$ cat src/rtl/despread_pkg.sv
// despread_pkg: shared spreading factor, despreader state type and majority decision.
package despread_pkg;
  localparam int SPREAD_CHIPS = 24;
  typedef enum logic {GEN, RUN} state_t;
  function automatic logic [1:0] majority(input int acc, input int spread);
    return {acc > spread / 2, acc * 2 == spread};
  endfunction
endpackage

$ cat src/rtl/despread_corr.sv
// despread_corr: per-symbol ones accumulator and majority decision.
// Ports: i_en accepted chip, i_e chip xor code, i_align restart at this chip,
// i_last final chip of symbol, o_sum acc_next, o_bit/o_tie decision on o_sum.
module despread_corr import despread_pkg::*; #(
  parameter int SPREAD   = SPREAD_CHIPS,
  parameter int SIZE_ACC = $clog2(SPREAD + 1)
) (
  input  logic                i_clk,
  input  logic                i_reset,
  input  logic                i_en,
  input  logic                i_e,
  input  logic                i_align,
  input  logic                i_last,
  output logic [SIZE_ACC-1:0] o_sum,
  output logic                o_bit,
  output logic                o_tie
);
  logic [SIZE_ACC-1:0] acc;
  always_comb begin
    o_sum = (i_align ? '0 : acc) + SIZE_ACC'(i_e);
    {o_bit, o_tie} = majority(int'(o_sum), SPREAD);
  end
  always_ff @(posedge i_clk)
    if (i_reset) acc <= '0;
    else if (i_en) acc <= i_last ? '0 : o_sum;
endmodule

$ cat src/rtl/lfsr.sv
// lfsr: 8-bit Fibonacci PN generator shared by the spreader and the despreader.
// Ports: i_clk, i_reset (sync, active-high), i_valid advances one step, o_data current PN bit.
module lfsr (
  input  logic i_clk,
  input  logic i_reset,
  input  logic i_valid,
  output logic o_data
);
  logic [7:0] r;
  always_ff @(posedge i_clk)
    if (i_reset) r <= 8'hA5;
    else if (i_valid) r <= {r[0] ^ r[2] ^ r[3] ^ r[4], r[7:1]};
  assign o_data = r[0];
endmodule

$ cat src/rtl/despread.sv
// despread: XORs received chips with the local PN code and majority-decides one bit per SPREAD chips.
// Ports: i_clk, i_reset (sync, active-high); chip input i_chip/i_valid/o_ready with i_align marking chip 0;
// decision output o_data/o_tie/o_valid with i_ready. DESPREAD_SOFT_EN adds o_corr (ones count of the symbol).
module despread import despread_pkg::*; #(
  parameter int SPREAD       = SPREAD_CHIPS,
  parameter int SIZE_COUNTER = $clog2(SPREAD),
  parameter int SIZE_ACC     = $clog2(SPREAD + 1)
) (
  input  logic                i_clk,
  input  logic                i_reset,
  input  logic                i_chip,
  input  logic                i_valid,
  output logic                o_ready,
  input  logic                i_align,
  output logic                o_data,
  output logic                o_tie,
  output logic                o_valid,
`ifdef DESPREAD_SOFT_EN
  output logic [SIZE_ACC-1:0] o_corr,
`endif
  input  logic                i_ready
);
  localparam logic [SIZE_COUNTER-1:0] LAST = SIZE_COUNTER'(SPREAD - 1);
  state_t                state;
  logic [SIZE_COUNTER-1:0] idx, eff;
  logic [SPREAD-1:0]     code;
  logic [SIZE_ACC-1:0]   sum;
  logic                  gen, pn, e, last, at_end, accept, bit_d, tie_d;
  lfsr u_lfsr (
    .i_clk   (i_clk),
    .i_reset (i_reset),
    .i_valid (gen),
    .o_data  (pn)
  );
  despread_corr #(.SPREAD(SPREAD), .SIZE_ACC(SIZE_ACC)) u_corr (
    .i_clk   (i_clk),
    .i_reset (i_reset),
    .i_en    (accept),
    .i_e     (e),
    .i_align (i_align),
    .i_last  (last),
    .o_sum   (sum),
    .o_bit   (bit_d),
    .o_tie   (tie_d)
  );
  always_comb begin
    gen = state == GEN;
    at_end = idx == LAST;
    eff = i_align ? '0 : idx;
    last = eff == LAST;
    e = i_chip ^ code[eff];
    // only a symbol's final chip waits, and only while the previous bit is unconsumed
    o_ready = !gen && !(at_end && o_valid && !i_ready);
    accept = i_valid && o_ready;
  end
  always_ff @(posedge i_clk)
    if (i_reset) begin
      state <= GEN;
      idx <= '0;
      code <= '0;
      o_valid <= 1'b0;
      o_data <= 1'b0;
      o_tie <= 1'b0;
`ifdef DESPREAD_SOFT_EN
      o_corr <= '0;
`endif
    end else if (gen) begin
      code[idx] <= pn;
      idx <= at_end ? '0 : idx + 1'b1;
      if (at_end) state <= RUN;
    end else begin
      if (accept) idx <= last ? '0 : eff + 1'b1;
      if (accept && last) begin
        o_valid <= 1'b1;
        o_data <= bit_d;
        o_tie <= tie_d;
`ifdef DESPREAD_SOFT_EN
        o_corr <= sum;
`endif
      end else if (o_valid && i_ready) o_valid <= 1'b0;
    end
endmodule

$ cat config.mk
export PLATFORM = sky130hd
export DESIGN_NAME = despread
export DESIGN_NICKNAME = d
export VERILOG_FILES = /design/src/rtl/despread_pkg.sv /design/src/rtl/despread_corr.sv /design/src/rtl/lfsr.sv /design/src/rtl/despread.sv
export SDC_FILE = /design/constraint.sdc
export NUM_CORES = 1
export LEC_CHECK = 0
export CAP_MARGIN = 20
export CORE_AREA = 2 2 80 67
export DETAILED_ROUTE_END_ITERATION = 8
export DIE_AREA = 0 0 82 69
export PLACE_DENSITY = 0.76
export SYNTH_ARGS = -nofsm -noshare
export SYNTH_HDL_FRONTEND = slang
export SYNTH_SLANG_ARGS = --single-unit
export TNS_END_PERCENT = 30
$ cat constraint.sdc
create_clock -name i_clk -period 3 [get_ports i_clk]
set_input_delay 0.75 -clock i_clk [delete_from_list [all_inputs] [get_ports i_clk]]
set_output_delay 0.75 -clock i_clk [all_outputs]
set_load 0.01 [all_outputs]
==> qor.yml, run 1 <==
grt_pass1_vias: 2067
avgSynthCellArea_um2: 8.10
cts_made_buffers: 5
synth_async_sr_flop_share_pct: 0
fillers: 407
die_area_um2: 5660
reg2reg_slack_ps: 90
cp.required_ps: 3220
syn_area_um2: 2540
synth_top_area_share_pct: 36.2
pre_cts_ws_ps: -648
rr_worst_depth: 11
finalHoldViolations: 0
wl_per_cell_um: 14.8
status: "finished, final reports clean"
layout_common_cells: "nand2_1 (47), dfxtp_1 (44), nor2_1 (29)"
drv_slew: 0
portBuffers: 9
synth_edf_count: 0
fin_area_um2: 2920
htree_levels: 2
fin_crit_ps: 2910
worstMarginPinSlew_ps: 808
ys_seq_elements: 46
diodes: 0
cts_root_buf: "clkbuf_8"
first_pass_iters: 4
setup_violations: 0
worst_slack_ps: 94.7
dieWidth_um: 82
dp_hpwl_mm: 3.93
cp-startpoint: "idx[0]"
hold_ws_ps: 455
clockBufferDepth: 2
ys_top_cells_by_area: "dfxtp_1 (36%), nand2_1 (6.9%), mux2i_1 (6.7%)"
nets: 339
syn2layout_area_growth_pct: 15.0
vias: 2208
antenna_found_initial: 0
yosys.area.top_type: "dfxtp_1"
path_clk_slew_ps: 80
max_freq_mhz: 344
syn_nets: 327
leakage_nw: 1.10
core-area_um2: 4830
synthCells: 314
place.gp.congestion: 0.876
drive_above_1_share_pct: 15.0
start_util_pct: 52.6
yosysWarnings: 0
grt_start_max_net_pins: 28
track_usage_pct: 21.2
r2r-end: "o_data"
rows: 23
ant_nets: 0
final_common_cell: "nand2_1"
wl_mm: 5.75
p_per_area_nw_per_um2: 414
fin_crit_sh_pct: 96.8
max_cap_viol_count: 0
cp-start-kind: "flip-flop"
grt_first_pass_wirelength_mm: 9.68
gr-total-overflow: 0
utilization_pct: 60.5
vdd_ir_drop_max_v: 0.000263
rr_startpoint: "idx[0]"
crit_end: "o_data"
drt_iter0_markers: 158
synth.distinct_cells: 47
stdcell_count: 389
crit_type: "flip-flop to flip-flop"
io_pins: 10
maxSlewHeadroom_pct: 46.0
placed_area_um2: 2760
die_height_um: 69
cp-end-kind: "flip-flop"
vias_per_cell: 5.68
finClkSkew_ps: 3.61
dpl.cell_count: 379
hold_buffers: 0
hp-class: "flip-flop to flip-flop"
cts_tree: "built"
cp_max_fo: 4
drcViolationCount: 0
seq_area_frac_synth_pct: 36.2
cts.sinks: 46
worstPathArrival_ps: 3130
insertion_delay_ps: 300
synth_ff_type: "dfxtp_1"
registers in the layout, indices dropped and copies added (netlist names):
signal / count
o_tie: 1
u_corr.acc: 5
u_lfsr.r: 8
o_data: 1
o_valid: 1
code: 24
state: 1
idx: 5
logic make-up after synthesis:
group | synth area share [%]
buffers and inverters | 5.66
xor gates and xnor gates | 2.07
and+or+nand+nor | 25.8
adders and majority gates | 3.44
muxes | 9.65
DFF | 36.2
AOI/OAI and AO/OA | 17.2
worst min path at each step:
stage	startpoint	end	slack, ps	cells past startpoint
after floorplan	u_corr.acc[0]	u_corr.acc[0]	430	2
after global placement	u_corr.acc[0]	u_corr.acc[0]	430	2
after detailed placement	u_corr.acc[0]	u_corr.acc[0]	440	2
after CTS	u_corr.acc[0]	u_corr.acc[0]	450	2
after global routing	u_corr.acc[0]	u_corr.acc[0]	480	2
final	code[8]	code[8]	450	2
metrics by stage:
stage	total power, mW	setup TNS (ps)
after floorplan	0.771	-107
after global placement	0.817	-2330
after detailed placement	0.821	-3070
after CTS	1.21	0
after global routing	1.26	-26.3
final	1.21	0
cells in the mapped netlist, types with 2 or more instances:
| master | n |
|---|---|
| xor2_1 | 3 |
| o21ai_0 | 7 |
| a31oi_1 | 6 |
| nand3b_1 | 2 |
| dfxtp_1 | 46 |
| a21oi_1 | 26 |
| a22oi_1 | 2 |
| inv_1 | 8 |
| xnor2_1 | 3 |
| nand3_1 | 25 |
| a21o_1 | 3 |
| nor2b_1 | 14 |
| nand2_1 | 47 |
| nor2_1 | 29 |
| a2bb2oi_1 | 3 |
| and4b_1 | 3 |
| buf_6 | 2 |
| or3_1 | 2 |
| mux4_1 | 2 |
| nor3_1 | 3 |
| mux2i_1 | 17 |
| buf_2 | 4 |
| ha_1 | 7 |
| a211o_1 | 5 |
| nor3b_1 | 3 |
| a21bo_2 | 2 |
| clkbuf_1 | 18 |
| a211oi_1 | 3 |
final cells by class:
| class | count | area, µm² | share of cell area, % |
|---|---|---|---|
| Clock buffer | 7 | 86.3 | 2.95 |
| Multi-Input combinational cell | 235 | 1540 | 52.8 |
| Tap cell | 62 | 77.6 | 2.65 |
| Timing Repair Buffer | 30 | 256 | 8.77 |
| Sequential cell | 46 | 926 | 31.7 |
| Clock inverter | 1 | 5.00 | 0.171 |
| Inverter | 8 | 30.0 | 1.03 |
what timing repair did:
action | in CTS | in global routing
buffers inserted | 2 | 0
resized for setup | 7 | 16
setup endpoints to repair | 6 | 5
pin swaps | 6 | 7
critical path, cell delays in order (launching register included):
cell and delay, ps:
dfxtp_4 400, mux4_1 600, a21oi_2 210, a2bb2oi_2 180, o32ai_2 90, xor2_1 170
ha_2 210, a21bo_2 220, a211o_1 300, a21oi_2 160, o21ai_1 90, a211oi_2 210
metal layers:
metal / GRT usage (%) / wire, µm / part of all wire, %
met3: 4.97 / 269 / 4.7
met1: 31.0 / 2800 / 49
met5: 0 / 0 / 0
met4: 5.00 / 13 / 0.23
met2: 31.6 / 2670 / 46
power breakdown:
group / internal [mW] / switching (mW)
registers: 0.630 / 0.0163
logic: 0.0755 / 0.0963
clock network: 0.186 / 0.208
total: 0.891 / 0.320
Power figures use the tool's default switching activity.
==> run 2, diff against run 1 <==
PLACE_DENSITY = not set   (was 0.76)
PLACE_DENSITY_LB_ADDON = 0.25   (was not set)
==> qor.yml, run 2 (same netlist as run 1, synthesis figures left out) <==
clockBufferDepth: 2  # unchanged
finalHoldViolations: 0  # unchanged
layout_common_cells: "nand2_1 (47), dfxtp_1 (44), nor2_1 (29)"  # unchanged
crit_buf_inv: 1  # was 0
cp-start-kind: "primary input"  # was flip-flop
core-area_um2: 4830  # unchanged
cts_root_buf: "clkbuf_8"  # unchanged
largest_reg_flops: 24  # unchanged
wl_mm: 5.80  # was 5.75 mm
drive_above_1_share_pct: 14.8  # was 15.0%
place.gp.congestion: 0.835  # was 0.876
worstMarginPinSlew_ps: 777  # was 808 ps
nets: 343  # was 339
syn2layout_area_growth_pct: 16.2  # was 15.0%
p_per_area_nw_per_um2: 440  # was 414 nW/µm²
max_stage_delay_ps: 480  # was 600 ps
vias: 2184  # was 2,208
gr-total-overflow: 0  # unchanged
max_cap_viol_count: 0  # unchanged
final_common_cell: "nand2_1"  # unchanged
cp.required_ps: 3220  # about the same
fin_area_um2: 2950  # was 2920 µm²
critPathTopFamily: "compound AO/OA/AOI/OAI gates"  # unchanged
placed_area_um2: 2790  # was 2760 µm²
die_height_um: 69  # unchanged
wl_per_cell_um: 14.8  # about the same
grt_start_max_net_pins: 27  # was 28
setup_violations: 0  # unchanged
utilization_pct: 61.1  # was 60.5%
insertion_delay_ps: 310  # was 300 ps
htree_levels: 2  # unchanged
path_clk_slew_ps: 90  # was 80 ps
finClkSkew_ps: 3.27  # was 3.61 ps
cts_made_buffers: 5  # unchanged
reg_top3: "code x24, u_lfsr.r x8"  # unchanged
first_pass_iters: 4  # unchanged
drv_slew: 0  # unchanged
cp-end-kind: "flip-flop"  # unchanged
io_pins: 10  # unchanged
grt_pass1_vias: 2070  # was 2,067
cp_max_fo: 4  # unchanged
crit_type: "primary input to flip-flop"  # was flip-flop to flip-flop
vias_per_cell: 5.56  # was 5.68
worstPathArrival_ps: 3150  # was 3130 ps
status: "finished, final reports clean"  # unchanged
fin_crit_ps: 2930  # was 2910 ps
dieWidth_um: 82  # unchanged
drt_iter0_markers: 164  # was 158
fin_crit_sh_pct: 97.5  # was 96.8%
dp_hpwl_mm: 4.07  # was 3.93 mm
rsz0062_at_grt: "true"
hp-class: "flip-flop to flip-flop"  # unchanged
crit_chain: "buf_2 > nor2b_4 > mux2i_1 > mux4_2 > o32ai_2 > xor2_1 > ha_2 > a21bo_2 > a211o_1 > a21oi_2 > o21ai_1 > a211oi_1"  # was mux4_1 > a21oi_2 > a2bb2oi_2 > o32ai_2 > xor2_1 > ha_2 > a21bo_2 > a211o_1 > a21oi_2 > o21ai_1 > a211oi_2
rows: 23  # unchanged
maxSlewHeadroom_pct: 47.8  # was 46.0%
drcViolationCount: 0  # unchanged
critPathSlowestCell: "mux4_2"  # was mux4_1
portBuffers: 9  # unchanged
start_util_pct: 52.6  # unchanged
vdd_ir_drop_max_v: 0.000294  # was 0.000263 V
max_freq_mhz: 342  # was 344 MHz
ant_nets: 0  # unchanged
top_register: "code"  # unchanged
diodes: 0  # unchanged
cts.sinks: 46  # unchanged
leakage_nw: 1.12  # was 1.10 nW
die_area_um2: 5660  # unchanged
fillers: 435  # was 407
track_usage_pct: 22.0  # was 21.2%
cts_tree: "built"  # unchanged
antenna_found_initial: 0  # unchanged
grt_first_pass_wirelength_mm: 9.83  # was 9.68 mm
==> run 2: changes by cell type in the layout (fill, tap and decap cells not counted), sizes merged <==
cell      change
buf           +4
clkinv        -1
bufinv        +1
inv           +1
clkbuf        -2
clkinvlp      +1
==> run 2: power by group <==
group | leakage [nW] | switching, mW | internal [mW]
Clock | 0.0563 | 0.232 | 0.254
Combinational | 0.693 | 0.0929 | 0.0748
Sequential | 0.375 | 0.0169 | 0.630
Total | 1.12 | 0.342 | 0.958
==> run 2: path summary, 6_finish.rpt <==
path / startpoint / to / slack [ps] / depth (start not counted)
worst max-delay path: i_align / o_data / 70 / 12
worst min-delay path: code[10] / code[10] / 460 / 2
worst max register to register: idx[0] / o_data / 100 / 12
worst min register to register: code[10] / code[10] / 460 / 2
==> run 2: area by class of cell <==
type	instances	area, µm²	area share (%)
inverters	8	30.0	1.02
multi-input cells	235	1530	51.7
clock inverters	3	48.8	1.65
clock buffers	5	68.8	2.33
repair buffers	34	277	9.36
well taps	62	77.6	2.63
flip-flops and latches	46	926	31.3
==> run 2: worst min-delay path, cell delays in order (launching register included) <==
cell     delay (ps)
dfxtp_1         320
nand2_1          50
a21oi_1          50
==> run 2: metal layers <==
layer	GRT usage [%]	share of wire (%)	vias to the layer above
met4	6.67	0.84	0
met2	31.3	44	38
met5	0	0	-
li1	-	-	1130
met1	33.1	51	1012
met3	4.45	4.0	4
==> run 2: stage by stage <==
step | setup slack, ps | setup TNS (ps) | power, mW | hold WS (ps) | std cells
2_1_floorplan | -64.3 | -107 | 0.771 | 427 | 314
3_3_place_gp | -529 | -2370 | 0.819 | 438 | 383
3_5_place_dp | -612 | -2850 | 0.824 | 448 | 383
4_1_cts | 3.58 | 0 | 1.31 | 461 | 393
5_1_grt | -83.1 | -206 | 1.36 | 485 | 393
6_report | 74.2 | 0 | 1.30 | 459 | 393
==> run 2: repair_timing <==
item / 4_1_cts / 5_1_grt
resized for setup: 9 / 5
endpoints found under the setup margin: 5 / 5
buffers inserted: 2 / 0
hold buffers: 0 / 0
pin swaps: 7 / 3
==> run 3, diff against run 2 <==
ABC_AREA = 1   (was not set)
ABC_CLOCK_PERIOD_IN_PS = 3000   (was not set)
CORE_AREA = 2 2 80 66   (was 2 2 80 67)
DIE_AREA = 0 0 82 68   (was 0 0 82 69)
RECOVER_POWER = 50   (was not set)
==> qor.yml, run 3 <==
status: "finished, final reports clean"  # unchanged
drcViolationCount: 0  # unchanged
synth_top_area_share_pct: 36.7  # was 36.2%
hold_buffers: 0  # unchanged
pre_cts_ws_ps: -367  # was -612 ps
antenna_found_initial: 0  # unchanged
avgSynthCellArea_um2: 7.00  # was 8.10 µm²
max_stage_delay_ps: 520  # was 480 ps
seq_area_frac_synth_pct: 36.7  # was 36.2%
worstPathArrival_ps: 2050  # was 3150 ps
worst_slack_ps: 202  # was 74.2 ps
max_cap_viol_count: 0  # unchanged
hold_ws_ps: 473  # was 459 ps
fin_crit_sh_pct: 93.3  # was 97.5%
reg_top3: "code x24, u_lfsr.r x8"  # unchanged
top_register: "code"  # unchanged
path_clk_slew_ps: 90  # about the same
grt_start_max_net_pins: 27  # unchanged
wl_per_cell_um: 14.0  # was 14.8 µm
diodes: 0  # unchanged
fin_crit_ps: 2800  # was 2930 ps
cts_made_buffers: 5  # unchanged
start_util_pct: 51.9  # was 52.6%
dieWidth_um: 82  # unchanged
yosys.area.top_type: "dfxtp_1"  # unchanged
leakage_nw: 1.13  # was 1.12 nW
syn_area_um2: 2510  # was 2540 µm²
finalHoldViolations: 0  # unchanged
worstMarginPinSlew_ps: 1150  # was 777 ps
crit_type: "flip-flop to primary output"  # was primary input to flip-flop
ys_top_cells_by_area: "dfxtp_1 (37%), nand3_1 (11%), nand2_1 (8.8%)"  # was dfxtp_1 (36%), nand2_1 (6.9%), mux2i_1 (6.7%)
vias: 2415  # was 2,184
yosysWarnings: 0  # unchanged
place.gp.congestion: 0.852  # was 0.835
cp_max_fo: 6  # was 4
dp_hpwl_mm: 4.35  # was 4.07 mm
cts_root_buf: "clkbuf_8"  # unchanged
fillers: 469  # was 435
crit_chain: "ha_1 > nand2_2 > nor2_4 > nand3_2 > nand2_2 > inv_2 > clkdlybuf4s50_1"  # was buf_2 > nor2b_4 > mux2i_1 > mux4_2 > o32ai_2 > xor2_1 > ha_2 > a21bo_2 > a211o_1 > a21oi_2 > o21ai_1 > a211oi_1
final_common_cell: "nand2_1"  # unchanged
layout_common_cells: "nand2_1 (59), nand3_1 (56), dfxtp_1 (46)"  # was nand2_1 (47), dfxtp_1 (44), nor2_1 (29)
drv_slew: 0  # unchanged
first_pass_iters: 5  # was 4
cts.sinks: 46  # unchanged
drt_iter0_markers: 212  # was 164
wl_mm: 6.12  # was 5.80 mm
htree_levels: 2  # unchanged
cts_tree: "built"  # unchanged
tns_ps: 0  # unchanged
drive_above_1_share_pct: 11.8  # was 14.8%
synth_async_sr_flop_share_pct: 0  # unchanged
critPathSlowestCell: "dfxtp_1"  # was mux4_2
synth_ff_type: "dfxtp_1"  # unchanged
setup_violations: 0  # unchanged
track_usage_pct: 24.3  # was 22.0%
p_per_area_nw_per_um2: 433  # was 440 nW/µm²
synth.distinct_cells: 32  # was 47
synth_most_common_cell: "nand2_1"  # unchanged
die_height_um: 68  # was 69 µm
grt_pass1_vias: 2131  # was 2,070
rsz0062_at_grt: "false"  # was true
cp-end-kind: "primary output"  # was flip-flop
vdd_ir_drop_max_v: 0.000307  # was 0.000294 V
io_pins: 10  # unchanged
synthCells: 358  # was 314
portBuffers: 9  # unchanged
crit_top_cell: "nand2_2"
core-area_um2: 4830  # unchanged
cp.required_ps: 2250  # was 3220 ps
insertion_delay_ps: 310  # about the same
syn_nets: 371  # was 327
postCtsSetupBuffers: 0  # was 2
rows: 23  # unchanged
die_area_um2: 5580  # was 5660 µm²
gr-total-overflow: 0  # unchanged
ant_nets: 0  # unchanged
syn2layout_area_growth_pct: 11.4  # was 16.2%
netlist_top_cells_count: "nand2_1 (59), nand3_1 (56), dfxtp_1 (46)"  # was nand2_1 (47), dfxtp_1 (46), nor2_1 (29)
max_freq_mhz: 357  # was 342 MHz
clockBufferDepth: 2  # unchanged
placed_area_um2: 2700  # was 2790 µm²
grt_first_pass_wirelength_mm: 10.3  # was 9.83 mm
finClkSkew_ps: 9.41  # was 3.27 ps
maxSlewHeadroom_pct: 23.5  # was 47.8%
nets: 386  # was 343
cp-start-kind: "flip-flop"  # was primary input
largest_reg_flops: 24  # unchanged
ys_seq_elements: 46  # unchanged
vias_per_cell: 5.54  # was 5.56
hp-class: "flip-flop to flip-flop"  # unchanged
fin_area_um2: 2790  # was 2950 µm²
synth_edf_count: 0  # unchanged
-- run 3: path summary, 6_finish.rpt --
path            startpoint            end  slack (ps)  depth (start not counted)
min          u_corr.acc[2]  u_corr.acc[2]         470                          2
min reg2reg  u_corr.acc[2]  u_corr.acc[2]         470                          2
max reg2reg         idx[0]         o_data         430                         19
max                 idx[0]        o_ready         200                          7
-- run 3: final cells by class --
cell class	count	area [µm²]	area share (%)
multi-input cells	258	1380	49.2
flip-flops and latches	46	921	33.0
repair buffers	21	175	6.27
inverters	41	159	5.69
well taps	62	77.6	2.78
clock buffers	6	72.6	2.60
clock inverters	2	13.8	0.493
-- run 3: routing by layer --
layer,part of all wire [%],GRT usage (%)
met2,44,34.2
met5,0,0
met3,5.9,4.75
met1,49,36.1
met4,1.4,9.58
-- run 3: where the power goes --
group	internal (mW)	total, mW	switching, mW	leakage, nW
sequential	0.631	0.655	0.0242	0.374
combinational	0.0565	0.163	0.107	0.716
clock	0.165	0.392	0.227	0.0452
-- run 3: worst max-delay path: cells and delay by family, from the launching register on --
kind,cells,cell delay (ps)
flops,1,520
fa+ha+maj,1,240
buf+inv,2,550
simple gates,4,420
-- run 3: timing repair --
item	CTS	global route
resized for setup	2	1
cloned	0	0
endpoints found under the setup margin	1	3
pin swaps	0	1
-- run 3: cells by family (layout without fill, tap and decap cells) --
kind of cell | after synthesis | in the layout | share of synthesized area (%)
flip-flops | 46 | 46 | 36.7
AND/OR/NAND/NOR | 169 | 169 | 32.7
adder cells (fa/ha/maj) | 7 | 7 | 3.49
AO/OA/AOI/OAI | 76 | 76 | 16.0
buffers and inverters | 54 | 70 | 8.93
XOR/XNOR | 6 | 6 | 2.10
-- run 3: through the flow --
stage	power, mW	instances	util [%]
final	1.21	436	57.8
after global routing	1.26	436	57.8
after CTS	1.21	436	57.9
after detailed placement	0.829	428	55.8
after global placement	0.827	428	55.8
after floorplan	0.778	358	-
